===== src/rtl/cuckoo_pkg.sv =====
// Shared constants, FSM state type and nibble-XOR index hash for the cuckoo insert stages.
// Defining CUCKOO_STASH_EN widens the occupancy count to cover the stash entries.
package cuckoo_pkg;
    localparam int unsigned TBL_DEPTH   = 16;
    localparam int unsigned IDX_W       = 4;
    localparam int unsigned KICK_W      = 4;
    localparam int unsigned STASH_DEPTH = 4;
    localparam int unsigned HASH_MAX_W  = 64;
`ifdef CUCKOO_STASH_EN
    localparam int unsigned OCC_W = 6;
`else
    localparam int unsigned OCC_W = 5;
`endif

    typedef enum logic [1:0] {StIdle, StProbe, StKick, StFail} cuckoo_state_e;

    // Callers zero-extend keys to HASH_MAX_W; the padding nibbles XOR in as zero.
    function automatic logic [IDX_W-1:0] cuckoo_idx(input logic [HASH_MAX_W-1:0] key);
        logic [IDX_W-1:0] idx;
        idx = '0;
        for (int i = 0; i < int'(HASH_MAX_W / IDX_W); i++) begin
            idx ^= key[i*IDX_W +: IDX_W];
        end
        return idx;
    endfunction
endpackage


===== src/rtl/cuckoo_t2_mem.sv =====
// Table-2 storage: 16 entries of key plus valid bit, combinational read,
// single synchronous write port and synchronous clear.
module cuckoo_t2_mem
    import cuckoo_pkg::*;
#(
    parameter int unsigned WIDTH = 32
) (
    input  logic             clk,
    input  logic             clear,
    input  logic [IDX_W-1:0] rd_idx,
    output logic [WIDTH-1:0] rd_key,
    output logic             rd_valid,
    input  logic             we,
    input  logic [IDX_W-1:0] wr_idx,
    input  logic [WIDTH-1:0] wr_key
);
    logic [WIDTH-1:0]     key_q [TBL_DEPTH];
    logic [TBL_DEPTH-1:0] valid_q;

    always_ff @(posedge clk) begin
        if (clear) begin
            valid_q <= '0;
            for (int i = 0; i < int'(TBL_DEPTH); i++) begin
                key_q[i] <= '0;
            end
        end else if (we) begin
            key_q[wr_idx]   <= wr_key;
            valid_q[wr_idx] <= 1'b1;
        end
    end

    assign rd_key   = key_q[rd_idx];
    assign rd_valid = valid_q[rd_idx];
endmodule


===== src/rtl/cuckoo_t2_insert.sv =====
// Table-2 insert stage of a two-table cuckoo hash: place, dedupe, displace or reject a key.
// Optional CUCKOO_STASH_EN adds a 4-entry stash that absorbs keys over the kick limit.
module cuckoo_t2_insert
    import cuckoo_pkg::*;
#(
    parameter int unsigned WIDTH     = 32,
    parameter int unsigned MAX_KICKS = 8
) (
    input  logic              clk,
    input  logic              rst,
    input  logic              in_valid,
    output logic              in_ready,
    input  logic [WIDTH-1:0]  in_key,
    input  logic [KICK_W-1:0] in_kicks,
    output logic              kick_valid,
    input  logic              kick_ready,
    output logic [WIDTH-1:0]  kick_key,
    output logic [KICK_W-1:0] kick_cnt,
    output logic              done,
    output logic              dup,
    output logic              fail,
    output logic [WIDTH-1:0]  fail_key,
    output logic [OCC_W-1:0]  occupancy
);
    // A limit of 16 or more can never be exceeded by a 4-bit count plus one.
    localparam logic [KICK_W:0] KICK_LIMIT = (MAX_KICKS >= 16) ? 5'd16 : 5'(MAX_KICKS);

    cuckoo_state_e     state_q;
    logic [WIDTH-1:0]  key_q, kick_key_q, fail_key_q;
    logic [KICK_W-1:0] kicks_q, kick_cnt_q;
    logic              kick_valid_q, done_q, dup_q, fail_q;
    logic [OCC_W-1:0]  occ_q;

    logic [IDX_W-1:0]  idx;
    logic [WIDTH-1:0]  rd_key;
    logic              rd_valid, hit, kick_ok, mem_we;
    logic [KICK_W:0]   kicks_inc;
    logic [KICK_W-1:0] sat_cnt;

    assign idx       = cuckoo_idx(HASH_MAX_W'(key_q));
    assign hit       = rd_valid && (rd_key == key_q);
    assign kicks_inc = {1'b0, kicks_q} + 5'd1;
    assign sat_cnt   = kicks_inc[KICK_W] ? '1 : kicks_inc[KICK_W-1:0];
    assign kick_ok   = kicks_inc <= KICK_LIMIT;
    assign mem_we    = (state_q == StProbe) && !rst && (!rd_valid || (!hit && kick_ok));

    cuckoo_t2_mem #(
        .WIDTH(WIDTH)
    ) u_mem (
        .clk     (clk),
        .clear   (rst),
        .rd_idx  (idx),
        .rd_key  (rd_key),
        .rd_valid(rd_valid),
        .we      (mem_we),
        .wr_idx  (idx),
        .wr_key  (key_q)
    );

`ifdef CUCKOO_STASH_EN
    logic [WIDTH-1:0]       stash_key_q [STASH_DEPTH];
    logic [STASH_DEPTH-1:0] stash_vld_q;
    logic [1:0]             stash_slot;
    logic                   stash_full;

    assign stash_full = &stash_vld_q;

    always_comb begin
        stash_slot = '0;
        for (int i = int'(STASH_DEPTH) - 1; i >= 0; i--) begin
            if (!stash_vld_q[i]) stash_slot = 2'(i);
        end
    end
`endif

    always_ff @(posedge clk) begin
        if (rst) begin
            state_q      <= StIdle;
            key_q        <= '0;
            kicks_q      <= '0;
            kick_valid_q <= 1'b0;
            kick_key_q   <= '0;
            kick_cnt_q   <= '0;
            done_q       <= 1'b0;
            dup_q        <= 1'b0;
            fail_q       <= 1'b0;
            fail_key_q   <= '0;
            occ_q        <= '0;
`ifdef CUCKOO_STASH_EN
            stash_vld_q  <= '0;
            for (int i = 0; i < int'(STASH_DEPTH); i++) begin
                stash_key_q[i] <= '0;
            end
`endif
        end else begin
            done_q <= 1'b0;
            dup_q  <= 1'b0;
            fail_q <= 1'b0;
            unique case (state_q)
                StIdle: begin
                    if (in_valid) begin
                        key_q   <= in_key;
                        kicks_q <= in_kicks;
                        state_q <= StProbe;
                    end
                end
                StProbe: begin
                    if (!rd_valid) begin
                        occ_q   <= occ_q + OCC_W'(1);
                        done_q  <= 1'b1;
                        state_q <= StIdle;
                    end else if (hit) begin
                        dup_q   <= 1'b1;
                        state_q <= StIdle;
                    end else if (kick_ok) begin
                        kick_key_q   <= rd_key;
                        kick_cnt_q   <= sat_cnt;
                        kick_valid_q <= 1'b1;
                        state_q      <= StKick;
                    end else begin
                        fail_key_q <= key_q;
`ifdef CUCKOO_STASH_EN
                        fail_q     <= stash_full;
`else
                        fail_q     <= 1'b1;
`endif
                        state_q    <= StFail;
                    end
                end
                StKick: begin
                    if (kick_ready) begin
                        kick_valid_q <= 1'b0;
                        done_q       <= 1'b1;
                        state_q      <= StIdle;
                    end
                end
                StFail: begin
`ifdef CUCKOO_STASH_EN
                    if (!stash_full) begin
                        stash_key_q[stash_slot] <= fail_key_q;
                        stash_vld_q[stash_slot] <= 1'b1;
                        occ_q                   <= occ_q + OCC_W'(1);
                        done_q                  <= 1'b1;
                    end
`endif
                    state_q <= StIdle;
                end
                default: state_q <= StIdle;
            endcase
        end
    end

    assign in_ready   = (state_q == StIdle) && !rst;
    assign kick_valid = kick_valid_q;
    assign kick_key   = kick_key_q;
    assign kick_cnt   = kick_cnt_q;
    assign done       = done_q;
    assign dup        = dup_q;
    assign fail       = fail_q;
    assign fail_key   = fail_key_q;
    assign occupancy  = occ_q;
endmodule


===== config.mk =====
export PLATFORM = sky130hd
export DESIGN_NAME = cuckoo_t2_insert
export DESIGN_NICKNAME = d
export VERILOG_FILES = /design/src/rtl/cuckoo_pkg.sv /design/src/rtl/cuckoo_t2_mem.sv /design/src/rtl/cuckoo_t2_insert.sv
export SDC_FILE = /design/constraint.sdc
export NUM_CORES = 1
export LEC_CHECK = 0
export CORE_MARGIN = 10
export CORE_UTILIZATION = 36
export DETAILED_ROUTE_END_ITERATION = 10
export DONT_BUFFER_PORTS = 1
export PLACE_DENSITY = 0.55
export SYNTH_ARGS = -nofsm -noshare
export SYNTH_HDL_FRONTEND = slang
export SYNTH_SLANG_ARGS = --single-unit

===== constraint.sdc =====
create_clock -name clk -period 6.8 [get_ports clk]
set_input_delay 1.36 -clock clk [delete_from_list [all_inputs] [get_ports clk]]
set_output_delay 1.36 -clock clk [all_outputs]
set_load 0.02 [all_outputs]

==> run_results.csv, run 1 <==
group,metric,value,unit
setup_path,end_kind,"flop",
timing,final.setup.worst_slack,0.4137,ns
timing,slew_viol_final,0,
clocking,h-tree-depth,3,
drt,num_vias,19976,
drt,drt-total-wl,93390,um
global_routing,antenna_found_initial,0,
logic_synthesis,synthesis.area,0.02774,mm2
clocking,cts_buffers,71,
floorplan,initial_core_util,0.3641,
global_routing,track_usage,0.2033,
setup_path,worstSetupPathType,"flop to flop",
logic_synthesis,synth-edff-count,512,
timing,period_needed,6.386,ns
placed_design,dp_slack,0.6244,ns
drt,drc_errors,0,
global_routing,grt.overflow.total,0,
job,cap_viol_max_count,0,
placed_design,hpwlAfterDp,58260,um
placed_design,place_congestion,0.8895,
setup_path,cp_max_fo,17,
setup_path,crit_required,7.12,ns
clocking,cts_tree,"done",
setup_path,start_kind,"flop",
clocking,cts_buffer_depth,3,
drt,wire_per_inst,26.31,um
timing,rsz0062_at_grt,"false",
drt,first_iter_violations,2195,
finish,register_area,0.01800,mm2
worst_hold_path,worst_hold_path_type,"flop to flop",
setup_path,cp.arrival,6.71,ns
timing,setup_viol,0,
logic_synthesis,async_flop_share,0,
timing,clock_skew,0.03888,ns
floorplan,io_pins,118,
global_routing,grt_max_degree,102,
floorplan,rows,101,
timing,period_share,0.9392,
floorplan,coreArea,0.07620,mm2
finish,diodes,0,
logic_synthesis,synth-main-ff-cell,"edfxtp_1",
logic_synthesis,synth_seq_cells,643,
finish,drive_above_1_share,0.09921,
timing,worst_pin_slew,1.367,ns
drt,via_per_inst,5.627,
drt,firstDrtPassIters,6,
logic_synthesis,synth_nets,2542,
logic_synthesis,synth_area_per_cell,11.12,um2
finish,area_growth,13.71,%
clocking,clkLatencyLatePin,0.62,ns
global_routing,grt_pass1_vias,19498,
finish,multi_input_area,0.008966,mm2
timing,max_freq,156.6,MHz
logic_synthesis,ys_types,46,
drt,final_antenna_net_count,0,
clocking,post_cts_resized,0,
floorplan,dieArea,0.08857,mm2
clocking,clockRootBuffer,"clkbuf_16",
finish,layout.nets,2516,
placed_design,port_buffers,0,
global_routing,grt_pass1_wl,134500,um
timing,fin_setup_tns,0,ns
logic_synthesis,synth_warnings,0,
floorplan,die_y,297.6,um
finish,fillCellCount,7261,
clocking,hold_buffers,0,
clocking,clkSinkCount,643,
status,run_status,"completed",
logic_synthesis,ys_seq_area_frac,0.6487,
floorplan,dieWidth,297.6,um
logic_synthesis,syn_inst,2495,
timing,hold_violations,0,
timing,slew_headroom,0.08243,
clocking,clk_pin_slew,0.06,ns
clocking,postCtsSetupBuffers,0,
==> layout make-up <==
type / instances / share of cell area
Clock inverter: 17 / 0.005513
Tap cell: 1030 / 0.04085
Clock buffer: 107 / 0.06505
Timing Repair Buffer: 102 / 0.02745
Multi-Input combinational cell: 1597 / 0.2842
Inverter: 54 / 0.006425
Sequential cell: 643 / 0.5705
==> synthesized netlist by cell type (2+ instances only) <==
library cell / number / area [um2]
o21ai_1: 7 / 35.03
nand3_1: 36 / 180.2
nand2_1: 360 / 1351
nor2_1: 541 / 2031
xnor2_1: 58 / 508.0
nand4_1: 40 / 250.2
a311oi_1: 6 / 52.55
nor4_1: 2 / 12.51
inv_1: 23 / 86.33
and2_1: 2 / 12.51
nor2b_1: 2 / 12.51
xor2_1: 6 / 52.55
o21a_1: 29 / 217.7
o21ai_2: 10 / 87.58
a211oi_1: 2 / 15.01
or4_1: 2 / 15.01
a21oi_1: 99 / 495.5
o21ai_0: 41 / 205.2
xnor2_2: 3 / 48.80
dfxtp_1: 131 / 2623
a21boi_0: 29 / 217.7
buf_1: 4 / 15.01
edfxtp_1: 512 / 15370
nor3b_1: 2 / 15.01
ha_1: 7 / 87.58
buf_2: 53 / 265.3
clkbuf_1: 133 / 499.2
or3_1: 3 / 18.77
nor3_1: 39 / 195.2
mux2i_1: 131 / 1311
o211ai_1: 2 / 15.01
clkinv_1: 31 / 116.4
a32oi_1: 126 / 1104
buf_4: 11 / 82.58
==> cells in the final DEF (no fill, tap or decap), drive strengths merged, types with 7 or more instances in the layout <==
master  instances
buf           102
o21ai          58
nand2         360
o21a           29
nand4          40
a21boi         29
nor3           39
a32oi         126
nor2          541
inv            26
dfxtp         131
xor2            7
edfxtp        512
a21oi          99
ha              7
nand3          36
mux2i         131
xnor2          61
clkinv         42
clkbuf        107
==> metal layers <==
layer / global-route usage / vias up / share of wire
met5: 0 / - / 0
met3: 0.06277 / 166 / 0.12
li1: - / 8746 / -
met2: 0.3118 / 1071 / 0.45
met4: 0.06983 / 0 / 0.032
met1: 0.2691 / 9993 / 0.40
==> logic make-up (layout without fill, tap and decap cells) <==
| group | count (synthesis) | count (layout) | share of synthesized area |
|---|---|---|---|
| AOI/OAI and AO/OA | 357 | 357 | 0.09047 |
| xor gates and xnor gates | 68 | 68 | 0.02255 |
| adders and majority gates | 7 | 7 | 0.003157 |
| buffers and inverters | 255 | 280 | 0.03838 |
| DFF | 643 | 643 | 0.6487 |
| muxes | 133 | 133 | 0.04848 |
| and+or+nand+nor | 1032 | 1032 | 0.1483 |
==> metrics by stage <==
step / hold WS [ns] / util / area [um2] / std cells
floorplan: 0.4223 / - / 27740 / 2495
global placement: 0.4240 / 0.3848 / 29320 / 3426
detailed placement: 0.4321 / 0.3848 / 29320 / 3426
CTS: 0.4414 / 0.4140 / 31550 / 3550
global route: 0.4648 / 0.4140 / 31550 / 3550
finish: 0.4460 / 0.4140 / 31550 / 3550
==> registers in the layout, summed over array words and instances (netlist names), 4 cells and up <==
name and flops:
u_mem.key_q 512, u_mem.valid_q 16, fail_key 32, key_q 32
occupancy 5, kicks_q 4, kick_cnt 4, kick_key 32
==> worst max-delay path, cell delays in order, from the launching register on <==
cell      delay (ns)
dfxtp_1         0.46
xnor2_1         0.12
xnor2_1         0.60
xor2_1          1.05
nor3_2          0.19
buf_4           0.27
buf_4           0.26
a32oi_1         0.22
nand4_1         0.30
xnor2_1         0.52
nand4_1         0.36
nor4_1          0.27
buf_4           0.18
a311oi_4        0.10
buf_4           0.26
o21ai_4         0.44
buf_4           0.38
nor2_1          0.07
==> path summary, 6_finish.rpt <==
check	from	to	slack (ns)	cells past startpoint
worst min-delay path	u_mem.valid_q[14]	u_mem.valid_q[14]	0.45	2
worst max-delay path	key_q[11]	u_mem.key_q[7][9]	0.41	17
worst max register to register	key_q[11]	u_mem.key_q[7][9]	0.41	17
worst min register to register	u_mem.valid_q[14]	u_mem.valid_q[14]	0.45	2
Power of run 1 is left out: the tool's default activity adds up to more than one toggle a clock period on the data nets, which glitch-free logic cannot reach.
==> run 2, diff against run 1 <==
--- a/config.mk
+++ b/config.mk
@@ -10,6 +10,7 @@
 export DETAILED_ROUTE_END_ITERATION = 10
 export DONT_BUFFER_PORTS = 1
 export PLACE_DENSITY = 0.55
+export SKIP_CTS_REPAIR_TIMING = 1
 export SYNTH_ARGS = -nofsm -noshare
 export SYNTH_HDL_FRONTEND = slang
 export SYNTH_SLANG_ARGS = --single-unit
==> results of run 2 <==
Final layout, timing and power as in run 1 (identical DEF).
Power of run 2 is left out for the same reason.
==> run 3, diff against run 2 <==
==> constraint.sdc (replaced) <==
create_clock -name clk -period 7.55 [get_ports clk]
set_input_delay 1.51 -clock clk [delete_from_list [all_inputs] [get_ports clk]]
set_output_delay 1.51 -clock clk [all_outputs]
set_load 0.02 [all_outputs]
==> run 3 against run 2 <==
Effect of this change:
- via count down 1.4%
- final cell count down 0.99%
- clock skew down 0.011 ns
- sequential share of layout area up 0.77 points
- global-route usage down 0.12 points
- count of clock-buffer cells in the layout down 10
- critical path type unchanged
- critical endpoint is now u_mem.key_q[15][9]
- highest routed layer unchanged
==> run_results.csv, run 3 (synthesized netlist as in run 1, its figures left out) <==
group,metric,value,unit
drt,firstDrtPassIters,6,
clocking,cts_buffer_depth,3,
setup_path,crit_required,7.84,ns
finish,drive_above_1_share,0.08571,
global_routing,antenna_found_initial,4,
setup_path,cp.arrival,7.07,ns
setup_path,worstSetupPathType,"flop to flop",
timing,slew_viol_final,0,
job,cap_viol_max_count,0,
finish,area_growth,12.19,%
drt,num_vias,19699,
finish,layout.cells.non_filler,3515,
timing,period_share,0.8980,
global_routing,grt_pass1_vias,19664,
clocking,cts_tree,"done",
timing,period_needed,6.780,ns
timing,slew_headroom,0.1632,
placed_design,hpwlAfterDp,54270,um
status,run_status,"completed",
setup_path,start_kind,"flop",
timing,worst_pin_slew,1.251,ns
drt,drc_errors,0,
finish,diodes,0,
clocking,cts_buffers,69,
floorplan,dieArea,0.08857,mm2
timing,clock_skew,0.02829,ns
clocking,clk_pin_slew,0.06,ns
timing,fin_setup_tns,0,ns
global_routing,grt_pass1_wl,135500,um
clocking,clockRootBuffer,"clkbuf_16",
drt,final_antenna_net_count,0,
setup_path,end_kind,"flop",
floorplan,coreArea,0.07620,mm2
floorplan,rows,101,
drt,via_per_inst,5.604,
clocking,clkLatencyLatePin,0.60,ns
floorplan,dieWidth,297.6,um
clocking,h-tree-depth,3,
placed_design,place_congestion,0.8639,
worst_hold_path,worst_hold_path_type,"flop to flop",
finish,mostFrequentLayoutCells,"nor2_1, edfxtp_1, nand2_1, mux2i_1, dfxtp_1",
global_routing,grt.overflow.total,0,
finish,layout.nets,2481,
timing,max_freq,147.5,MHz
clocking,clkSinkCount,643,
finish,largest_reg_flops,512,
setup_path,cp_max_fo,23,
drt,first_iter_violations,2342,
timing,setup_viol,0,
global_routing,grt_max_degree,102,
finish,final_common_cell,"nor2_1",
drt,wire_per_inst,26.19,um
finish,top_register,"u_mem.key_q",
timing,hold_violations,0,
timing,rsz0062_at_grt,"false",
drt,drt-total-wl,92050,um
placed_design,place_inst,3393,
placed_design,port_buffers,0,
floorplan,initial_core_util,0.3641,
global_routing,track_usage,0.2022,
floorplan,die_y,297.6,um
floorplan,io_pins,118,
run 3: area by class of cell:
cell class	instances	area (um2)
clock buffers	97	1934
flip-flops and latches	643	18000
multi-input cells	1597	8966
well taps	1030	1289
repair buffers	69	568.0
inverters	54	202.7
clock inverters	25	170.2
fillers	7247	45070
run 3: worst max-delay path, stage by stage, from the launching register on:
cell and delay [ns]:
dfxtp_1 0.47, xnor2_1 0.16, xnor2_2 0.52, xor2_4 0.60, buf_4 0.46, buf_4 0.38, mux2i_1 0.12, a32oi_1 0.23
nand4_1 0.21, xnor2_1 0.61, nor4_1 0.24, a311oi_4 0.91, buf_4 0.34, o21ai_4 0.08, nand2_2 0.78, buf_4 0.33
run 3: per-stage QoR:
stage / instance area [um2] / utilization / setup slack [ns] / hold slack [ns]
after floorplan: 27740 / - / 2.804 / 0.4223
after global placement: 29020 / 0.3809 / 0.9194 / 0.4290
after detailed placement: 29020 / 0.3809 / 0.8812 / 0.4306
after CTS: 31130 / 0.4085 / 0.8497 / 0.4401
after global routing: 31130 / 0.4085 / 0.6238 / 0.4641
final: 31130 / 0.4085 / 0.7703 / 0.4444
run 3: final timing paths:
check	startpoint	slack, ns	cells past startpoint	to
worst min register to register	u_mem.valid_q[11]	0.44	2	u_mem.valid_q[11]
worst max-delay path	key_q[8]	0.77	15	u_mem.key_q[15][9]
worst max register to register	key_q[8]	0.77	15	u_mem.key_q[15][9]
worst min-delay path	u_mem.valid_q[11]	0.44	2	u_mem.valid_q[11]
run 3: per-layer routing:
layer,vias up,wire length (um),global-route usage
met5,-,0,0
met4,0,2404,0.05903
met3,146,9782,0.05295
met2,1031,41860,0.3151
met1,9851,38000,0.2733
li1,8671,-,-
Power of run 3 is left out for the same reason.
